$ cat config.mk
export PLATFORM = sky130hd
export DESIGN_NAME = multicycle_control
export DESIGN_NICKNAME = d
export VERILOG_FILES = /design/src/rtl/multicycle_control.sv
export SDC_FILE = /design/constraint.sdc
export NUM_CORES = 1
export LEC_CHECK = 0
export BUFFER_PORTS_ARGS = -buffer_cell sky130_fd_sc_hd__buf_2
export CAP_MARGIN = 20
export CELL_PAD_IN_SITES_DETAIL_PLACEMENT = 2
export CELL_PAD_IN_SITES_GLOBAL_PLACEMENT = 2
export CORE_MARGIN = 1
export CORE_UTILIZATION = 19
export CTS_CLUSTER_DIAMETER = 100
export DETAILED_ROUTE_END_ITERATION = 10
export PLACE_DENSITY = 0.78
export SETUP_SLACK_MARGIN = 0.15
export SLEW_MARGIN = 20
export SYNTH_ARGS = -nofsm -noshare
export SYNTH_HDL_FRONTEND = slang
export SYNTH_SLANG_ARGS = --single-unit
$ cat constraint.sdc
create_clock -name clk -period 1.3 [get_ports clk]
set_input_delay 0.13 -clock clk [delete_from_list [all_inputs] [get_ports clk]]
set_output_delay 0.13 -clock clk [all_outputs]
set_load 0.005 [all_outputs]
$ cat src/rtl/multicycle_control.sv
// Main control FSM for the multicycle MIPS datapath: fetch/decode/execute/memory/write-back
// sequencing with a mem_ready stall handshake on every memory access.
module multicycle_control (
    input  logic       clk,
    input  logic       rst,
    input  logic [5:0] opcode,
    input  logic       mem_ready,
    output logic       pc_write,
    output logic       pc_write_cond,
    output logic       ir_write,
    output logic       i_or_d,
    output logic       mem_read,
    output logic       mem_write,
    output logic       mem_to_reg,
    output logic       reg_write,
    output logic       reg_dst,
    output logic       alu_src_a,
    output logic [1:0] alu_src_b,
    output logic [1:0] alu_op,
    output logic [1:0] pc_source,
    output logic       instr_done,
    output logic       illegal_op,
    output logic [3:0] state
);

    typedef enum logic [3:0] {
        S_FETCH     = 4'd0,
        S_DECODE    = 4'd1,
        S_MEM_ADDR  = 4'd2,
        S_MEM_READ  = 4'd3,
        S_MEM_WB    = 4'd4,
        S_MEM_WRITE = 4'd5,
        S_EXECUTE   = 4'd6,
        S_R_WB      = 4'd7,
        S_BRANCH    = 4'd8,
        S_JUMP      = 4'd9,
        S_ADDI_EX   = 4'd10,
        S_ADDI_WB   = 4'd11
    } state_t;

    localparam logic [5:0] OP_RTYPE = 6'b000000;
    localparam logic [5:0] OP_J     = 6'b000010;
    localparam logic [5:0] OP_BEQ   = 6'b000100;
    localparam logic [5:0] OP_ADDI  = 6'b001000;
    localparam logic [5:0] OP_LW    = 6'b100011;
    localparam logic [5:0] OP_SW    = 6'b101011;

    state_t state_r;
    state_t next_state;

    // Next-state selection; unreachable encodings fall back to FETCH.
    always_comb begin
        next_state = S_FETCH;
        case (state_r)
            S_FETCH:     next_state = mem_ready ? S_DECODE : S_FETCH;
            S_DECODE: begin
                case (opcode)
                    OP_LW, OP_SW: next_state = S_MEM_ADDR;
                    OP_RTYPE:     next_state = S_EXECUTE;
                    OP_BEQ:       next_state = S_BRANCH;
                    OP_J:         next_state = S_JUMP;
                    OP_ADDI:      next_state = S_ADDI_EX;
                    default:      next_state = S_FETCH;
                endcase
            end
            S_MEM_ADDR:  next_state = (opcode == OP_LW) ? S_MEM_READ : S_MEM_WRITE;
            S_MEM_READ:  next_state = mem_ready ? S_MEM_WB : S_MEM_READ;
            S_MEM_WB:    next_state = S_FETCH;
            S_MEM_WRITE: next_state = mem_ready ? S_FETCH : S_MEM_WRITE;
            S_EXECUTE:   next_state = S_R_WB;
            S_R_WB:      next_state = S_FETCH;
            S_BRANCH:    next_state = S_FETCH;
            S_JUMP:      next_state = S_FETCH;
            S_ADDI_EX:   next_state = S_ADDI_WB;
            S_ADDI_WB:   next_state = S_FETCH;
            default:     next_state = S_FETCH;
        endcase
    end

    // State register with synchronous reset.
    always_ff @(posedge clk) begin
        if (rst) begin
            state_r <= S_FETCH;
        end else begin
            state_r <= next_state;
        end
    end

    // Output decode of the current state; everything reads 0 while rst is high.
    always_comb begin
        pc_write      = 1'b0;
        pc_write_cond = 1'b0;
        ir_write      = 1'b0;
        i_or_d        = 1'b0;
        mem_read      = 1'b0;
        mem_write     = 1'b0;
        mem_to_reg    = 1'b0;
        reg_write     = 1'b0;
        reg_dst       = 1'b0;
        alu_src_a     = 1'b0;
        alu_src_b     = 2'b00;
        alu_op        = 2'b00;
        pc_source     = 2'b00;
        instr_done    = 1'b0;
        illegal_op    = 1'b0;
        state         = 4'd0;
        if (rst) begin
            state = 4'd0;
        end else begin
            state = state_r;
            case (state_r)
                S_FETCH: begin
                    mem_read  = 1'b1;
                    alu_src_b = 2'b01;
                    ir_write  = mem_ready;
                    pc_write  = mem_ready;
                end
                S_DECODE: begin
                    alu_src_b = 2'b11;
                    case (opcode)
                        OP_LW, OP_SW, OP_RTYPE, OP_BEQ, OP_J, OP_ADDI: begin
                            illegal_op = 1'b0;
                        end
                        default: begin
                            illegal_op = 1'b1;
                            instr_done = 1'b1;
                        end
                    endcase
                end
                S_MEM_ADDR: begin
                    alu_src_a = 1'b1;
                    alu_src_b = 2'b10;
                end
                S_MEM_READ: begin
                    mem_read = 1'b1;
                    i_or_d   = 1'b1;
                end
                S_MEM_WB: begin
                    reg_write  = 1'b1;
                    mem_to_reg = 1'b1;
                    instr_done = 1'b1;
                end
                S_MEM_WRITE: begin
                    mem_write  = 1'b1;
                    i_or_d     = 1'b1;
                    instr_done = mem_ready;
                end
                S_EXECUTE: begin
                    alu_src_a = 1'b1;
                    alu_op    = 2'b10;
                end
                S_R_WB: begin
                    reg_write  = 1'b1;
                    reg_dst    = 1'b1;
                    instr_done = 1'b1;
                end
                S_BRANCH: begin
                    alu_src_a     = 1'b1;
                    alu_op        = 2'b01;
                    pc_write_cond = 1'b1;
                    pc_source     = 2'b01;
                    instr_done    = 1'b1;
                end
                S_JUMP: begin
                    pc_write   = 1'b1;
                    pc_source  = 2'b10;
                    instr_done = 1'b1;
                end
                S_ADDI_EX: begin
                    alu_src_a = 1'b1;
                    alu_src_b = 2'b10;
                end
                S_ADDI_WB: begin
                    reg_write  = 1'b1;
                    instr_done = 1'b1;
                end
                default: begin
                    pc_write = 1'b0;
                end
            endcase
        end
    end

endmodule

==> flow_summary.toml <==
[place]
place_ws_ns = -0.173
dpl.cell_count = 178
gp_congestion = 0.779
hpwlAfterDp_um = 2320
dpl_cell_area_um2 = 938
port_buffers = 30

[drt]
wl_um = 4270
wire_per_inst_um = 21.9
dr_total_vias = 982
vias_per_cell = 5.04
firstDrtPassIters = 4
drtAntennaViolNets = 0
drtIter0Drc = 26
drcViolationCount = 0

[clock_network]
clk-insertion-delay-late_ns = 0.24
cts-root-buf = "clkbuf_4"
clk_pin_slew_worst_paths_ns = 0.04
cts_buffers = 3
cts.sinks = 4
cts_tree = "yes"
cts.path.max_buffers = 2
htree_levels = 1

[die]
core_um2 = 2880
die_h_um = 58.1
num_rows = 19
dieArea_um2 = 3380
die_w_um = 58.1
io_pins = 31
start_util_pct = 20.8

[yosys]
synthArstFlopShare_pct = 0
synth_area_leaders = "dfxtp_1, nor2_1, nor3_1, nor2b_1, nand2b_1"
syn_avg_cell_area_um2 = 6.50
syn-num-nets = 101
synth_common_cells = "nor2_1, nor3_1, nor2b_1"
synth_most_common_cell = "nor2_1"
synth_seq_area_share_pct = 13.4
synth_flop_cell = "dfxtp_1"
netlist_instances = 92
synth_warnings = 0
synth_cell_types = 32
synth_edf_count = 0
netlist_area_um2 = 598
ys_ff_latch = 4
synth_top_area_cell = "dfxtp_1"
synth_top_area_share_pct = 13.4

[status]
status = "complete, but fails checks"
violations = "negative setup slack"

[final_layout]
antenna_cells = 0
drive_gt1_share_pct = 69.3
regMostFlops = "state_r"
fin_nets = 164
instances_no_fill = 195
utilization_pct = 46.9
reg_top3 = "state_r (4)"
syn2layout_area_growth_pct = 126
largest_register_ffs = 4
fin_area_um2 = 1350

[pwr]
cellPowerDensity_nw_per_um2 = 386
p_leak_nw = 0.607
peakVddDrop_uv = 592

[global_routing]
grt.busiest_layer = "met2"
antenna_found_initial = 0
grtUsageMet2_pct = 46.3
first_global_vias = 1087
gr-usage-met1_pct = 27.7
grt_use_met3_pct = 4.46
grt-ovfl-total = 0
grt_max_degree = 10
grt_pass1_wl_um = 6020
track_usage_pct = 24.5

[timing]
slew_headroom_pct = 71.3
setup_viol = 22
period_share_pct = 122
hold_viol_final = 0
rsz0062_at_grt = "yes"
fin_ws_ns = -0.292
tightestPinTransition_ns = 0.426
setup_tns_ns = -3.40
maxSlewViolCount = 0
max_clock_freq_mhz = 628
timing.final.crit_period_ns = 1.59
finClkSkew_ns = 0.00954

[worst_setup_path]
cp-end-kind = "output port"
cp.arrival_ns = 1.46
cp.required_ns = 1.17
start_kind = "register"
path_max_fanout = 4
crit_type = "reg2out"

[run]
cap_violations = 0

[min_path]
hold_class = "in2reg"
[power by group]
part	internal, mW	switching, mW	leakage (nW)
Combinational	0.113	0.120	0.558
Sequential	0.122	0.00627	0.0352
Clock	0.104	0.0567	0.0138
Total	0.338	0.183	0.607
[worst max-delay path: stages, from the launching register on]
cell and delay (ns):
dfxtp_2 0.34, or3_4 0.41, nor2_2 0.09, and3_4 0.18, a21o_1 0.09, buf_2 0.10
[area by class of cell]
class,instances,area (um^2)
tap,42,52.6
fill,325,1530
sequential,4,92.6
timing repair buffer,66,503
multi-input combinational,79,674
clock buffer,3,22.5
inverter,1,3.75
[what timing repair did]
action | 4_1_cts | 5_1_grt
pin swaps | 8 | 10
gates resized for setup | 53 | 13
setup endpoints to repair | 26 | 26
hold buffers | 0 | 0
setup buffers | 10 | 4
[stage by stage]
step / power, mW / hold slack [ns]
2_1_floorplan: 0.200 / 0.290
3_3_place_gp: 0.275 / 0.484
3_5_place_dp: 0.285 / 0.497
4_1_cts: 0.489 / 0.232
5_1_grt: 0.550 / 0.295
6_report: 0.521 / 0.276
[kinds of logic (layout without fill, tap and decap cells)]
logic type      after synthesis  count (layout)  synth area share, %
simple gates                 56              56                 52.9
compound gates               21              21                 23.0
flops                         4               4                 13.4
buf+inv                       9              70                 7.74
xor+xnor                      2               2                 2.93
[routing by layer]
metal  vias to the layer above  part of all wire, %
met2                        29                   58
met3                         8                  2.3
met4                         0                  2.5
met5                         -                    0
met1                       492                   38
li1                        453                    -
[cell usage in the layout (no fill, tap or decap), types with 2 or more instances in the layout]
cell and n:
buf_2 26, nor2b_4 4, nor4_4 2, nor3_2 3, nor3b_2 2, o21ai_0 6, nand2_2 2, buf_4 23
dfxtp_4 3, nor3_4 4, xor2_1 2, a21oi_1 2, and3_4 2, nand2b_4 5, nor2_4 2, buf_6 16
nor2_2 3, nor2b_1 3, a31oi_1 4, nand2_1 3, nor3_1 2, clkbuf_4 3, nor2_1 9, a21o_1 2
[worst paths after layout]
check	startpoint	endpoint	slack, ns	cells past startpoint
worst min register to register	state_r[2]	state_r[3]	0.61	2
worst max register to register	state_r[3]	state_r[2]	-0.27	5
worst max-delay path	state_r[2]	instr_done	-0.29	5
worst min-delay path	opcode[1]	state_r[0]	0.28	3
Note: power is estimated with default switching activity, not from simulation.
